$ cat src/rtl/mux8_pkg.sv
// Shared types and constants for the 8-source round-robin scheduler.
package mux8_pkg;
  localparam int NUM_SRC = 8;
  localparam int SEL_W   = 3;

  typedef enum logic {
    IDLE  = 1'b0,
    GRANT = 1'b1
  } state_t;
endpackage

$ cat src/rtl/rr_pick8.sv
// Round-robin picker: first set request starting at ptr, wrapping mod 8.
module rr_pick8
  import mux8_pkg::*;
(
  input  logic [NUM_SRC-1:0] req,
  input  logic [SEL_W-1:0]   ptr,
  output logic [SEL_W-1:0]   winner,
  output logic               any
);

  // Scan from the farthest offset down so the closest request to ptr wins last.
  always_comb begin
    winner = '0;
    any    = |req;
    for (int i = NUM_SRC - 1; i >= 0; i--) begin
      if (req[ptr + SEL_W'(i)]) winner = ptr + SEL_W'(i);
    end
  end

endmodule

$ cat src/rtl/mux8_rr_scheduler.sv
// Round-robin burst scheduler driving the select of a shared 8:1 data mux.
module mux8_rr_scheduler
  import mux8_pkg::*;
#(
  parameter int DW        = 1,
  parameter int MAX_BURST = 4,
  parameter int CNT_W     = 3
) (
  input  logic                  clk,
  input  logic                  rst,
  input  logic [NUM_SRC-1:0]    req,
  input  logic [NUM_SRC*DW-1:0] data_in,
  output logic [NUM_SRC-1:0]    gnt,
  output logic [SEL_W-1:0]      sel,
  output logic [DW-1:0]         out_data,
  output logic                  out_valid,
  input  logic                  out_ready,
  output logic                  busy
);

  // Last burst index before forced release; unused when bursts are unlimited.
  localparam logic [CNT_W-1:0] LAST_CNT = CNT_W'(MAX_BURST - 1);
  localparam bit               LIMITED  = (MAX_BURST != 0);

  state_t             state, state_n;
  logic [SEL_W-1:0]   ptr, ptr_n, sel_n, winner;
  logic [NUM_SRC-1:0] gnt_n;
  logic [CNT_W-1:0]   burst_cnt, burst_cnt_n;
  logic               any, xfer;

  logic [NUM_SRC-1:0][DW-1:0] words;

  rr_pick8 u_pick (
    .req    (req),
    .ptr    (ptr),
    .winner (winner),
    .any    (any)
  );

  // Shared datapath: the registered select steers one word to the consumer.
  assign words    = data_in;
  assign out_data = words[sel];

  // Valid is masked during reset so nothing can be accepted in the abort cycle.
  assign busy      = (state == GRANT);
  assign out_valid = busy && req[sel] && !rst;
  assign xfer      = busy && req[sel] && out_ready;

  // Next-state: grant the picked source from IDLE, release on drop or burst end.
  always_comb begin
    state_n     = state;
    ptr_n       = ptr;
    sel_n       = sel;
    gnt_n       = gnt;
    burst_cnt_n = burst_cnt;
    case (state)
      IDLE: begin
        if (any) begin
          state_n     = GRANT;
          sel_n       = winner;
          gnt_n       = NUM_SRC'(1) << winner;
          burst_cnt_n = '0;
        end
      end
      GRANT: begin
        if (!req[sel] || (xfer && LIMITED && burst_cnt == LAST_CNT)) begin
          state_n     = IDLE;
          gnt_n       = '0;
          ptr_n       = sel + SEL_W'(1);
          burst_cnt_n = '0;
        end else if (xfer) begin
          burst_cnt_n = burst_cnt + CNT_W'(1);
        end
      end
      default: state_n = IDLE;
    endcase
  end

  // State register with synchronous reset.
  always_ff @(posedge clk) begin
    if (rst) begin
      state     <= IDLE;
      ptr       <= '0;
      sel       <= '0;
      gnt       <= '0;
      burst_cnt <= '0;
    end else begin
      state     <= state_n;
      ptr       <= ptr_n;
      sel       <= sel_n;
      gnt       <= gnt_n;
      burst_cnt <= burst_cnt_n;
    end
  end

endmodule

$ cat config.mk
export PLATFORM = sky130hd
export DESIGN_NAME = mux8_rr_scheduler
export DESIGN_NICKNAME = d
export VERILOG_FILES = /design/src/rtl/mux8_pkg.sv /design/src/rtl/rr_pick8.sv /design/src/rtl/mux8_rr_scheduler.sv
export SDC_FILE = /design/constraint.sdc
export NUM_CORES = 1
export LEC_CHECK = 0
export ABC_AREA = 0
export CORE_ASPECT_RATIO = 1.75
export CORE_MARGIN = 3
export CORE_UTILIZATION = 37
export CTS_BUF_LIST = sky130_fd_sc_hd__clkbuf_4
export CTS_CLUSTER_SIZE = 14
export DETAILED_ROUTE_END_ITERATION = 6
export GPL_ROUTABILITY_DRIVEN = 0
export SLEW_MARGIN = 20
export SYNTH_ARGS = -nofsm -noshare
export SYNTH_HDL_FRONTEND = slang
export SYNTH_HIERARCHICAL = 1
export SYNTH_SLANG_ARGS = --single-unit
$ cat constraint.sdc
create_clock -name clk -period 3.8 [get_ports clk]
set_input_delay 0.76 -clock clk [delete_from_list [all_inputs] [get_ports clk]]
set_output_delay 0.76 -clock clk [all_outputs]
set_load 0.02 [all_outputs]
==> qor.txt, run 1 <==
Finished Layout Cells = 285
slew at the pin closest to its max-slew limit = 0.503 ns
Highest Clock Rate = 0.288 GHz
most frequent cells after synthesis = nand2_1 (21), dfxtp_1 (18), inv_1 (16)
port bufs = 32
global-route wire length before repair = 7.82 mm
Net Count, Synth = 222
# IOs = 33
Int Power = 0.494 mW
Crit Path Max Fanout = 8
CTS tree = built
DP Wirelength = 3.69 mm
share of cells above drive strength 1 = 16.7%
vias = 1649
Worst-Skew Late Latency = 0.29 ns
postcts setup bufs = 0
Synth area leaders = dfxtp_1 (20%), mux4_2 (11%), mux4_1 (7.1%), mux2i_1 (4.9%), mux2_4 (4.9%)
sequential power share = 27.6%
initial drt markers = 107
Die X = 59.4 um
Min-Delay Startpoint = burst_cnt[2]
global-route usage over all layers = 17.0%
Post-Route WL = 4.71 mm
drt first pass iters = 4
cell with the most instances after synthesis = nand2_1
setup TNS = 0 ns
outcome = finished, final reports clean
final antenna diode count = 0
register bit total from synthesis = 18
Synth top area share = 19.5%
Post-Syn Area = 1840 um2
final core utilization = 47.8%
reg2reg start = ptr[0]
chip height = 99.4 um
# rows = 33
sequential-to-total area share from yosys stat = 19.5%
average cell area after synthesis = 9.31 um2
cells after synthesis = 198
r2r endpoint = gnt[0]
switching power = 0.342 mW
Core Box Area = 4750 um2
CTS hold repair buffers = 0
CTS H-tree depth = 1
fin crit share = 91.4%
Max-slew headroom = 66.4%
startpoint types = input port
DRC viols = 0
Crit path required time = 3.04 ns
routed len/inst = 16.5 um
WHS Path Cells = 2
YS warnings = 6
Worst Skew = 0.0111 ns
Top FF cell, synth = dfxtp_1
antenna viol nets, final = 0
max-slew violations = 0
initial antenna violation count = 0
Clk network pwr share = 11.3%
fin nets = 259
peak supply drop = 0.220 mV
PostCTS Resize Cnt = 0
Final setup violation count = 0
Synth cell types = 47
Final Hold Vio Count = 0
initial core utilization = 38.8%
vias in the first global route = 1649
CTS Buf Count = 3
switching power share of the total = 40.9%
P_leak = 0.808 nW
DIE AREA = 5900 um2
met2 GRT Util = 31.3%
combinational share of power = 61.1%
met3 usage = 1.17%
Setup Crit Path Kind = input port to output pin
CTS sink cnt = 18
Root Driver = clkbuf_4
pwr dens = 368 nW/um2
Area Overhead vs Synth = 23.0%
RSZ-0062 raised after global routing = false
Worst Reg-to-Reg Cells = 9
Hold Crit Class = flip-flop to flip-flop
Setup crit end kind = output pin
Max-Cap Viols = 0
met1 Resource Use GR = 19.6%
worst setup path start = req[7]
Worst EP arrival = 2.71 ns
Post-synth ARST share = 0%
Vias/cell = 5.79
Worst R2R Setup Slack = 0.73 ns
hold path endpoint = burst_cnt[2]
leading area contributor after synthesis = dfxtp_1
clock slew at reported path FFs = 0.10 ns
Tot Pwr = 0.836 mW
total grt overflow = 0
gr busiest metal = met2
number of buffers on the longest clock path = 2
Min Clock Period, post-route = 3.47 ns
Post-synth EDFFs = 0
dpl cells = 282
largest net degree at the start of global routing = 24
## state kept, by name, summed over array words and instances, names as in the netlist
signal	count
burst_cnt	3
sel	3
gnt	8
busy	1
ptr	3
## logic make-up (layout without fill, tap and decap cells)
| family | Yosys count | count (layout) | share of synthesized area [%] |
|---|---|---|---|
| xor gates and xnor gates | 5 | 5 | 2.37 |
| DFF | 18 | 18 | 19.5 |
| AOI/OAI and AO/OA | 49 | 49 | 21.9 |
| and+or+nand+nor | 63 | 63 | 16.6 |
| adders and majority gates | 5 | 5 | 3.39 |
| buffers and inverters | 26 | 61 | 6.44 |
| muxes | 32 | 32 | 29.7 |
## layout by cell type (no fill, tap or decap), types with 5 or more instances in the layout
| cell | n |
|---|---|
| nor2_1 | 14 |
| mux4_2 | 9 |
| nand2_1 | 21 |
| dfxtp_1 | 18 |
| clkdlybuf4s50_1 | 32 |
| mux2i_1 | 9 |
| nand2b_1 | 7 |
| mux4_1 | 5 |
| ha_1 | 5 |
| a21oi_1 | 14 |
| buf_4 | 10 |
| inv_1 | 16 |
| o21ai_0 | 6 |
| mux2_4 | 6 |
| o32ai_1 | 6 |
## critical path: stages
cell	delay (ns)
clkdlybuf4s50_1	0.61
mux2_4	0.22
a2bb2oi_4	0.29
nand3_1	0.12
nor2_1	0.11
clkdlybuf4s50_1	0.60
## metrics by stage
| step | worst slack, ns | area [um2] | hold slack (ns) |
|---|---|---|---|
| 2_1_floorplan | 0.330 | 1840 | 0.436 |
| 3_3_place_gp | 0.174 | 2250 | 0.445 |
| 3_5_place_dp | 0.145 | 2250 | 0.451 |
| 4_1_cts | 0.323 | 2270 | 0.467 |
| 5_1_grt | 0.180 | 2270 | 0.507 |
| 6_report | 0.325 | 2270 | 0.464 |
## routing by layer
layer	routed length, um	vias to the layer above
li1	-	825
met1	1860	789
met2	2640	27
met3	105	8
met4	105	0
met5	0	-
## area by class of cell
type	instances	area (um2)
fill	461	2480
tap	52	65.1
multi-input combinational	154	1370
inverter	16	60.1
clock buffer	3	22.5
timing repair buffer	42	395
sequential	18	360
## power by group through the flow
stage	clock network, mW	registers, mW	logic, mW
after floorplan	0	0.246	0.344
after global placement	0	0.237	0.507
after detailed placement	0	0.236	0.509
after CTS	0.0986	0.232	0.513
after global routing	0.106	0.235	0.556
final	0.0945	0.231	0.511
## worst max-delay path by stage
stage,depth (start not counted),to
after floorplan,12,gnt[0]
after global placement,8,gnt[0]
after detailed placement,10,gnt[0]
after CTS,6,out_valid
after global routing,6,out_valid
final,6,out_valid
(Power assumes the default switching activity.)
==> run 2, diff against run 1 <==
Settings changed: ABC_AREA 0 to not set.
==> results of run 2 <==
Final layout, timing and power as in run 1 (identical DEF).
